<file path="config.mk">
export PLATFORM = sky130hd
export DESIGN_NAME = seq_multiplier
export DESIGN_NICKNAME = d
export VERILOG_FILES = /design/src/rtl/mul_pkg.sv /design/src/rtl/seq_multiplier.sv
export SDC_FILE = /design/constraint.sdc
export NUM_CORES = 1
export LEC_CHECK = 0
export CAP_MARGIN = 20
export CORE_MARGIN = 4
export CORE_UTILIZATION = 35
export DETAILED_ROUTE_END_ITERATION = 16
export SETUP_SLACK_MARGIN = 0.1
export SLEW_MARGIN = 30
export SYNTH_ARGS = -nofsm -noshare
export SYNTH_HDL_FRONTEND = slang
export SYNTH_SLANG_ARGS = --single-unit
</file>
<file path="constraint.sdc">
create_clock -name clk -period 3.7 [get_ports clk]
set_input_delay 0.555 -clock clk [delete_from_list [all_inputs] [get_ports clk]]
set_output_delay 0.555 -clock clk [all_outputs]
set_load 0.02 [all_outputs]
</file>
<file path="src/rtl/mul_pkg.sv">
// Shared constants and state encoding for the iterative multiplier.
// Ports: none (package only).
// Imported by seq_multiplier and by anything that needs its cycle count.
package mul_pkg;

  localparam int MUL_WIDTH  = 32;
  // Start edge to done cycle: 32 CALC + 1 SIGN + 1 DONE.
  localparam int MUL_CYCLES = 34;

  typedef enum logic [1:0] {
    S_IDLE = 2'd0,
    S_CALC = 2'd1,
    S_SIGN = 2'd2,
    S_DONE = 2'd3
  } mul_state_t;

endpackage : mul_pkg

</file>
<file path="src/rtl/seq_multiplier.sv">
// Iterative shift-add MULT/MULTU: one multiplier bit per cycle, sign fix-up at the end.
// Latency: done (hi/lo valid) in the 34th cycle after start is sampled; repeat every 35.
// Backpressure: start is only sampled in IDLE; start while busy is dropped.
// Ports: clk, rst (sync, active-high), start, is_signed, A, B -> busy, done, hi, lo.
// hi/lo are registers that change only on the SIGN->DONE edge, so the downstream
// write-back mux sees a stable input for the whole time between operations.
module seq_multiplier
  import mul_pkg::*;
#(
  parameter int WIDTH = MUL_WIDTH
) (
  input  logic             clk,
  input  logic             rst,
  input  logic             start,
  input  logic             is_signed,
  input  logic [WIDTH-1:0] A,
  input  logic [WIDTH-1:0] B,
  output logic             busy,
  output logic             done,
  output logic [WIDTH-1:0] hi,
  output logic [WIDTH-1:0] lo
);

  localparam int CNT_W = $clog2(WIDTH);
  localparam logic [CNT_W-1:0] CNT_LAST = CNT_W'(WIDTH - 1);

  mul_state_t       state_q, state_d;
  logic [WIDTH-1:0] mcand_q, mcand_d;   // multiplicand magnitude
  logic [WIDTH-1:0] mplier_q, mplier_d; // multiplier magnitude; becomes the product low half
  logic [WIDTH-1:0] acc_q, acc_d;       // product upper half
  logic             neg_q, neg_d;
  logic [CNT_W-1:0] cnt_q, cnt_d;
  logic [WIDTH-1:0] hi_q, hi_d;
  logic [WIDTH-1:0] lo_q, lo_d;

  logic [WIDTH-1:0]   mag_a;
  logic [WIDTH-1:0]   mag_b;
  logic [WIDTH:0]     sum;
  logic [2*WIDTH-1:0] prod;
  logic [2*WIDTH-1:0] result;

  // Signed operands are reduced to magnitudes so the datapath stays unsigned.
  // The most negative value negates to itself, which read as unsigned is the
  // correct magnitude, so no special case is needed.
  assign mag_a = (is_signed && A[WIDTH-1]) ? -A : A;
  assign mag_b = (is_signed && B[WIDTH-1]) ? -B : B;

  // Carry out of the upper-half add is kept as bit WIDTH and shifted back in.
  assign sum    = {1'b0, acc_q} + (mplier_q[0] ? {1'b0, mcand_q} : {(WIDTH+1){1'b0}});
  assign prod   = {acc_q, mplier_q};
  assign result = neg_q ? -prod : prod;

  always_comb begin
    state_d  = state_q;
    mcand_d  = mcand_q;
    mplier_d = mplier_q;
    acc_d    = acc_q;
    neg_d    = neg_q;
    cnt_d    = cnt_q;
    hi_d     = hi_q;
    lo_d     = lo_q;

    unique case (state_q)
      S_IDLE: begin
        if (start) begin
          mcand_d  = mag_a;
          mplier_d = mag_b;
          neg_d    = is_signed & (A[WIDTH-1] ^ B[WIDTH-1]);
          acc_d    = '0;
          cnt_d    = '0;
          state_d  = S_CALC;
        end
      end
      S_CALC: begin
        // Right shift of {carry, acc, multiplier}: consumed multiplier bits
        // fall off the bottom while product bits enter from the top.
        acc_d    = sum[WIDTH:1];
        mplier_d = {sum[0], mplier_q[WIDTH-1:1]};
        cnt_d    = cnt_q + 1'b1;
        if (cnt_q == CNT_LAST) begin
          state_d = S_SIGN;
        end
      end
      S_SIGN: begin
        hi_d    = result[2*WIDTH-1:WIDTH];
        lo_d    = result[WIDTH-1:0];
        state_d = S_DONE;
      end
      S_DONE: begin
        state_d = S_IDLE;
      end
      default: begin
        state_d = S_IDLE;
      end
    endcase
  end

  always_ff @(posedge clk) begin
    if (rst) begin
      state_q  <= S_IDLE;
      mcand_q  <= '0;
      mplier_q <= '0;
      acc_q    <= '0;
      neg_q    <= 1'b0;
      cnt_q    <= '0;
      hi_q     <= '0;
      lo_q     <= '0;
    end else begin
      state_q  <= state_d;
      mcand_q  <= mcand_d;
      mplier_q <= mplier_d;
      acc_q    <= acc_d;
      neg_q    <= neg_d;
      cnt_q    <= cnt_d;
      hi_q     <= hi_d;
      lo_q     <= lo_d;
    end
  end

  // Pure decodes of the state register, so no input reaches an output
  // without passing through a flop.
  assign busy = (state_q != S_IDLE);
  assign done = (state_q == S_DONE);
  assign hi   = hi_q;
  assign lo   = lo_q;

endmodule : seq_multiplier

</file>
# [Word-level counts from Yosys, hierarchy flattened]
# Cells that the tools add are included.
[totals] register_bits=168 input_bits=68 out_inout_bits=66 wordCells=42
[classes] n_addsub=5 eq_ne=6 muxes=13 n_bitwise=2 n_reduce_logical=8
[ops] cell="2-to-1 mux 32 bit" n=5
[ops] cell="one-hot mux 32 bit (2 select lines)" n=2
[ops] cell="2-to-1 mux 64 bit" n=1
[ops] cell="negator 32 bit" n=2
[ops] cell="negator 64 bit" n=1
[ops] cell="adder 32 x 32 -> 33 bit" n=1
[ops] cell="one-hot mux 5 bit (2 select lines)" n=1
[ops] cell="one-hot mux 2 bit (4 select lines)" n=1
[ops] cell="AND reduction 2 bit" n=3
[ops] cell="adder 5 x 1 -> 5 bit (second input constant)" n=1
[ops] cell="equality test 5 bit (second input constant)" n=1
[ops] cell="2-to-1 mux 5 bit" n=1
[ops] cell="equality test 2 bit (second input constant)" n=2
[ops] cell="2-to-1 mux 2 bit" n=2
[ops] cell="!= test 2 bit (second input constant)" n=2
[ops] cell="nonzero test 2 bit" n=2
[ops] cell="equality test 2 x 1 -> 1 bit (second input constant)" n=1
[ops] cell="logical AND 1 bit" n=2
[ops] cell="zero test 2 bit" n=1
[ops] cell="bitwise AND 1 bit" n=1
[ops] cell="XOR 1 bit" n=1

# [Logic depth before layout (Yosys ltp)]
# Gate-level depths: netlist of the first run.
[logic_depth] ltp_word=4 depth_mapped=14

# [Worst setup path after synthesis of the first run]
# No wires, ideal clock.
[synth_path] kind="reg-to-reg" startpoint="register mplier_q[0]" endpoint="register acc_q[24]" setup_time_ps=117 arrival_ps=2883 setup_slack_ps=701 stages_incl_launch_ff=14 path_buffers=2 synth_period_minus_slack_ps=2999 cell_sequence="dfxtp_1 > clkbuf_1 > clkbuf_1 > nand2_1 > inv_1 > ha_1 > a211oi_1 > o31a_1 > a221o_1 > nand2_1 > a221oi_1 > o21ai_0 > o21a_1 > a22o_1"
[synth_between] elab_chain_cells=3
[synth_lines] element="start: declaration" line="seq_multiplier.sv:29" rtl="logic [WIDTH-1:0] mplier_q, mplier_d;"
[synth_lines] element="start signal: assignment" line="seq_multiplier.sv:111" rtl="mplier_q <= mplier_d;"
[synth_lines] element="2-to-1 mux 32 bit" line="seq_multiplier.sv:49" rtl="assign sum = {1'b0, acc_q} + (mplier_q[0] ? {1'b0, mcand_q} : {(WIDTH+1){1'b0}});"
[synth_lines] element="adder 32 x 32 -> 33 bit" line="seq_multiplier.sv:49"
[synth_lines] element="one-hot mux 32 bit (2 select lines)" line="seq_multiplier.sv:63" rtl="unique case (state_q)"
[synth_lines] element="end signal: assignment" line="seq_multiplier.sv:103" rtl="acc_q <= '0;"
[synth_lines] element="end signal: assignment" line="seq_multiplier.sv:112" rtl="acc_q <= acc_d;"
[synth_lines] element="end: declaration" line="seq_multiplier.sv:30" rtl="logic [WIDTH-1:0] acc_q, acc_d;"
# Every way passes these cells.
# A chain may end at the register's enable or synchronous reset.

# [Worst setup path in the final report of the first run]
[layout_path] startpoint="register acc_q[17]" endpoint="register hi_q[31] (netlist: hi[31])"
[layout_between] elab_chain_cells=2
[layout_lines] element="negator 64 bit" line="seq_multiplier.sv:51" rtl="assign result = neg_q ? -prod : prod;"
[layout_lines] element="2-to-1 mux 64 bit" line="seq_multiplier.sv:51"
[layout_lines] element="end signal: assignment" line="seq_multiplier.sv:115" rtl="hi_q <= hi_d;"
[layout_lines] element="end: declaration" line="seq_multiplier.sv:33" rtl="logic [WIDTH-1:0] hi_q, hi_d;"
# Every way passes these cells.

==> results.md, run 1 <==
- Most frequent CP cell: or3_1
- Setup bufs post-CTS: 0
- Remaining DRCs: 0
- Initial DRC Count: 642
- Startpoint types: flop
- Cts hold-fix bufs: 0
- Die height: 182.2 um
- Int Pwr: 0.004829 W
- Post-synth EDFFs: 0
- Synth Flop Type: dfxtp_1
- Cell count after synthesis: 1364
- Kind of critical path: reg -> reg
- Comb pwr share: 0.452
- Final instance area: 0.01297 mm2
- Synth top area share: 0.3168
- Post-Route WL: 30.52 mm
- Num CTS Buffers: 17
- Antenna cell count: 0
- Fillers: 3046
- Clock slew at reported path FFs: 70 ps
- Row count: 63
- Width of the die: 182.2 um
- Peak supply drop: 0.3768 mV
- Die area: 0.03319 mm2
- Crit path time final: 3345 ps
- Seq/Total Area, Yosys: 0.3168
- Hold Violations, Final: 0
- Distinct cells, synth: 67
- Synth cell count leaders: dfxtp_1, nand2_1, nor2_1, xor2_1, a21oi_1
- Share of layout cells above drive strength 1: 0.06030
- Net Switching: 0.003538 W
- Met1 usage: 0.2820
- Drt wl/cell: 16.35 um
- Root Buffer: clkbuf_16
- CP Max Fanout: 7
- RSZ-0062 raised after global routing: false
- DP Area: 0.01239 mm2
- Via count: 9932
- Largest cells by area after synthesis: dfxtp_1, xor2_1, a211oi_1
- Layout Utilization: 0.4355
- Switching Fraction: 0.4228
- Total clock sinks: 168
- GR peak layer: met1
- Worst Skew: 12.64 ps
- Status: finished, final reports clean
- First-pass GRT wire length: 49.53 mm
- GR Util met2: 0.2647
- Total GRT Usage: 0.1809
- Worst Hold End: mcand_q[0]$_SDFFE_PP0P_
- Cell taking the most area after synthesis: dfxtp_1
- Placement Setup Slack: 112.0 ps
- Largest net degree at the start of global routing: 73
- H-tree levels: 4
- Grt ovf: 0
- R2r setup slk: 360 ps
- Hold WC Path Type: reg -> reg
- Clock power frac: 0.214
- RD Place Congestion: 0.9158
- I/O pins: 134
- Fin Setup TNS: 0 ps
- DR pass1 iterations: 5
- PnR worst setup slack: 355.4 ps
- Worst r2r src: acc_q[17]$_SDFFE_PP0P_
- Sequential Power Share: 0.334
- Worst Hold Depth: 2
- Initial antenna violation count: 0
- Antenna viol nets, final: 0
- Max Fclk: 0.2990 GHz
- Synth-to-Final Area Change: 22.20%
- Count leader, synth: dfxtp_1
- Synth Register Bits: 168
- Leak: 4.876 nW
- PostCTS Resize Cnt: 0
- Crit end category: flop
- Worst Path Arrival: 3610 ps
- Synthesized Nets: 1474
- Yosys warns: 0
- CP required: 3970 ps
- Synthesized area per cell: 7.784 um2
- FFs w/ async S/R, synth: 0
- Crit path cell chain: nor4_1 -> nand4_1 -> or3_1 -> or3_1 -> or3_1 -> o31ai_1 -> xor2_1 -> a211oi_1
- Critical path's slowest cell: nor4_1
- Starting Density: 0.3563
- FF/Latch Area: 0.003364 mm2
- Area of the mapped netlist: 0.01062 mm2
- Post-DP HPWL: 23.44 mm
- Endpoints failing setup: 0
- Slew headroom: 0.4266
- Max Cap Violations: 0
- Area of the multi-input gates: 0.006847 mm2
- FF-to-FF path depth: 8
- Layout net count: 1573
- Core footprint: 0.02980 mm2
- Worst-case clock buffer depth: 2
- Pwr per Cell Area: 644.8 mW/mm2
- Placed Cells: 1834
- Worst Hold Launch: mcand_q[0]$_SDFFE_PP0P_
- CP peak stage delay: 790 ps
- GR Util met3: 0.02133
- Clk_lat worst skew: 430 ps
- TritonCTS clock tree: yes
- Vias/cell: 5.323
- Vias in the first global route: 9210
- FF-to-FF End: hi[31]$_SDFFE_PP0P_
- Fin crit share: 0.9039
- I/O Buffers: 133
- Slew at the pin closest to its max-slew limit: 852.2 ps
- Slew Limit Fails: 0
- Post-Layout Cell Count: 1866
[power groups by stage]
stage	sequential (W)	clock [W]	combinational, W
3_5_place_dp	0.00283	0	0.00377
6_report	0.00279	0.00179	0.00378
4_1_cts	0.00279	0.00184	0.00378
3_3_place_gp	0.00281	0	0.00373
5_1_grt	0.00287	0.00191	0.00417
2_1_floorplan	0.00294	0	0.00224
[worst max-delay path: cells and delay by family (launching register included)]
family / cells / cell delay, ps
flops: 1 / 420
compound gates: 2 / 380
xor+xnor: 1 / 240
simple gates: 5 / 2150
[cell type report]
type / instances / area share
multi-input combinational: 1081 / 0.5277
sequential: 168 / 0.2593
timing repair buffer: 163 / 0.1207
tap: 390 / 0.03761
clock inverter: 13 / 0.01051
clock buffer: 19 / 0.03491
inverter: 32 / 0.009257
[cell families after synthesis]
| group | share of synthesized area |
|---|---|
| mux | 0.01037 |
| buf+inv | 0.04077 |
| flops | 0.3168 |
| compound gates | 0.2484 |
| simple gates | 0.2155 |
| xor+xnor | 0.1180 |
| fa+ha+maj | 0.05020 |
[stage by stage]
stage	hold slack, ps	total power, W
finish	466.5	0.008366
global placement	448.9	0.006543
detailed placement	456.4	0.006598
floorplan	431.7	0.005178
global route	485.7	0.008955
CTS	465.6	0.008410
[metal layers]
layer	part of all wire	vias to the layer above
li1	-	5086
met1	0.52	4582
met2	0.41	246
met3	0.054	18
met4	0.011	0
met5	0	-
[worst max path at each step]
stage | to | startpoint | slack, ps | cells after the start
floorplan | acc_q[24]$_SDFFE_PP0P_ | mplier_q[0]$_SDFFE_PP0P_ | 700 | 13
global placement | mplier_q[25]$_SDFFE_PP0P_ | B[10] | 150 | 8
detailed placement | mplier_q[25]$_SDFFE_PP0P_ | B[10] | 110 | 8
CTS | hi[31]$_SDFFE_PP0P_ | acc_q[17]$_SDFFE_PP0P_ | 400 | 8
global route | hi[30]$_SDFFE_PP0P_ | acc_q[17]$_SDFFE_PP0P_ | 210 | 8
finish | hi[31]$_SDFFE_PP0P_ | acc_q[17]$_SDFFE_PP0P_ | 360 | 8
[flip-flops by register name (all words and copies together) (netlist names)]
| register | flops |
|---|---|
| acc_q | 32 |
| cnt_q | 5 |
| hi | 32 |
| lo | 32 |
| mcand_q | 32 |
| mplier_q | 32 |
| neg_q | 1 |
| state_q | 2 |
[layout by cell type (no fill, tap or decap), drive strengths merged, types with 8 or more instances in the layout]
cell type      count
and3              11
dfxtp            168
a211oi            80
nor4              15
or3               22
nand3             22
o41ai             14
clkinv             8
a31oi             10
nor3              23
a21o              25
mux2i             11
xnor2             48
inv               36
clkbuf            19
ha                41
nand4              8
a22oi             13
nor2             152
buf               31
clkdlybuf4s50    132
nand2            154
a21oi             90
or4               10
o31ai             31
and2              38
nand2b            14
xor2              95
o21ai             88
Note: power is estimated with default switching activity, not from simulation.
==> run 2, diff against run 1 <==
- SETUP_SLACK_MARGIN: 0.1 -> 0.5
==> run 2 against run 1 <==
Global-route usage is essentially flat. Critical path depth is 2 higher. Combinational power barely moved. Register-to-register slack better by 260 ps. First-iteration DRC count fell by 9.0%. Flip-flop and latch count is the same. Via count hardly changed. Clock-buffer cell count stayed put.
==> results.md, run 2 (synthesis results as in run 1) <==
- Commonest non-fill, non-tap cell in the layout: dfxtp_1
- Post-DP HPWL: 23.44 mm
- RD Place Congestion: 0.9158
- Drt wl/cell: 16.43 um
- Largest net degree at the start of global routing: 73
- Antenna viol nets, final: 0
- Total GRT Usage: 0.1811
- FF-to-FF End: hi[31]$_SDFFE_PP0P_
- Hold Violations, Final: 0
- Pwr per Cell Area: 644.9 mW/mm2
- Commonest cells after routing, fill and taps aside: dfxtp_1, nand2_1, nor2_1, clkdlybuf4s50_1, xor2_1
- Worst r2r src: acc_q[0]$_SDFFE_PP0P_
- Initial DRC Count: 584
- Crit end category: flop
- Critical path's slowest cell: or4_1
- R2r setup slk: 620 ps
- Peak supply drop: 0.3831 mV
- Max Fclk: 0.3210 GHz
- Initial antenna violation count: 0
- I/O Buffers: 133
- Max Cap Violations: 0
- Clock slew at reported path FFs: 60 ps
- DP Area: 0.01239 mm2
- Width of the die: 182.2 um
- Crit path cell chain: clkdlybuf4s50_1 -> or4_1 -> or4_4 -> or3b_2 -> buf_4 -> o31a_1 -> xnor2_1 -> o21ai_0 -> nand2_1 -> a21oi_1
- Synth-to-Final Area Change: 22.81%
- Startpoint types: primary input
- Slew headroom: 0.4617
- Remaining DRCs: 0
- Die height: 182.2 um
- Fillers: 3037
- Core footprint: 0.02980 mm2
- Crit path time final: 3115 ps
- Wl on met1: 16.08 mm
- Share of layout cells above drive strength 1: 0.06707
- Cts hold-fix bufs: 0
- Layout Utilization: 0.4376
- Antenna cell count: 0
- Post-Route WL: 30.66 mm
- Via count: 9938
- Total clock sinks: 168
- I/O pins: 134
- Clk_lat worst skew: 430 ps
- Area of the multi-input gates: 0.006910 mm2
- DR pass1 iterations: 6
- Endpoints failing setup: 0
- Top sig layer: met4
- Root Buffer: clkbuf_16
- Final instance area: 0.01304 mm2
- H-tree levels: 4
- Row count: 63
- Starting Density: 0.3563
- Leak: 4.901 nW
- RSZ-0062 raised after global routing: false
- CP Buf/Inv Count: 2
- Worst Path Arrival: 3470 ps
- Status: finished, final reports clean
- Setup bufs post-CTS: 0
- Vias in the first global route: 9217
- FF/Latch Area: 0.003366 mm2
- Slew Limit Fails: 0
- Slew at the pin closest to its max-slew limit: 807.4 ps
- Worst Hold Depth: 2
- First-pass GRT wire length: 49.57 mm
- Hold WC Path Type: reg -> reg
- DR WL met2: 12.76 mm
- Layout net count: 1573
- CP peak stage delay: 610 ps
- Worst Skew: 11.46 ps
- Worst Hold End: mcand_q[0]$_SDFFE_PP0P_
- Die area: 0.03319 mm2
- Critical path's top delay family: simple AND/OR/NAND/NOR gates
- Fin crit share: 0.8419
- Vias/cell: 5.326
- TritonCTS clock tree: yes
- Grt ovf: 0
- Worst-case clock buffer depth: 2
- CP required: 4050 ps
- FF-to-FF path depth: 8
- DR WL met3: 1.470 mm
- Num CTS Buffers: 17
- Fin Setup TNS: 0 ps
- Worst Hold Launch: mcand_q[0]$_SDFFE_PP0P_
- CP Max Fanout: 4
- Kind of critical path: in -> reg
run 2: cell counts in the layout (fill, tap and decap cells not counted):
No cell type changed its count.
run 2: worst max-delay path by stage:
| stage | from | endpoint | slack, ps | depth (start not counted) |
|---|---|---|---|---|
| CTS | B[10] | mplier_q[29]$_SDFFE_PP0P_ | 570 | 8 |
| global route | B[10] | mplier_q[21]$_SDFFE_PP0P_ | 510 | 10 |
| detailed placement | B[10] | mplier_q[25]$_SDFFE_PP0P_ | 110 | 8 |
| finish | B[10] | mplier_q[21]$_SDFFE_PP0P_ | 590 | 10 |
| floorplan | mplier_q[0]$_SDFFE_PP0P_ | acc_q[24]$_SDFFE_PP0P_ | 700 | 13 |
| global placement | B[10] | mplier_q[25]$_SDFFE_PP0P_ | 150 | 8 |
run 2: final cells by class:
type	count	share of cell area
sequential	168	0.2581
timing repair buffer	163	0.1201
multi-input combinational	1081	0.5299
clock inverter	13	0.01046
inverter	32	0.009211
clock buffer	19	0.03473
tap	390	0.03742
run 2: report_power, final:
| group | switching, W | internal [W] | total (W) |
|---|---|---|---|
| registers | 0.000484 | 0.00232 | 0.00280 |
| clock network | 0.000816 | 0.000985 | 0.00180 |
| logic | 0.00226 | 0.00155 | 0.00381 |
| total | 0.00356 | 0.00485 | 0.00841 |
run 2: per-stage QoR:
stage / total power [W] / setup slack (ps) / hold slack [ps] / std cells
3_5_place_dp: 0.006598 / 112.0 / 456.4 / 1834
6_report: 0.008410 / 585.1 / 463.3 / 1866
5_1_grt: 0.008991 / 513.0 / 485.7 / 1866
4_1_cts: 0.008413 / 570.3 / 465.6 / 1866
3_3_place_gp: 0.006543 / 150.3 / 448.9 / 1834
2_1_floorplan: 0.005178 / 700.5 / 431.7 / 1364
run 2: what timing repair did:
action                                  4_1_cts  5_1_grt
pin swaps                                     0        1
endpoints found under the setup margin        3       19
resized for setup                             2       13
run 2: worst min-delay path, delay by kind of cell, from the launching register on:
| family | cells | cell delay, ps |
|---|---|---|
| DFF | 1 | 310 |
| and+or+nand+nor | 1 | 50 |
| AOI/OAI and AO/OA | 1 | 60 |
run 2: per-layer routing:
layer / track usage / vias to the layer above
li1: - / 5090
met1: 0.2820 / 4597
met2: 0.2653 / 231
met3: 0.02133 / 20
met4: 0.04173 / 0
met5: 0 / -
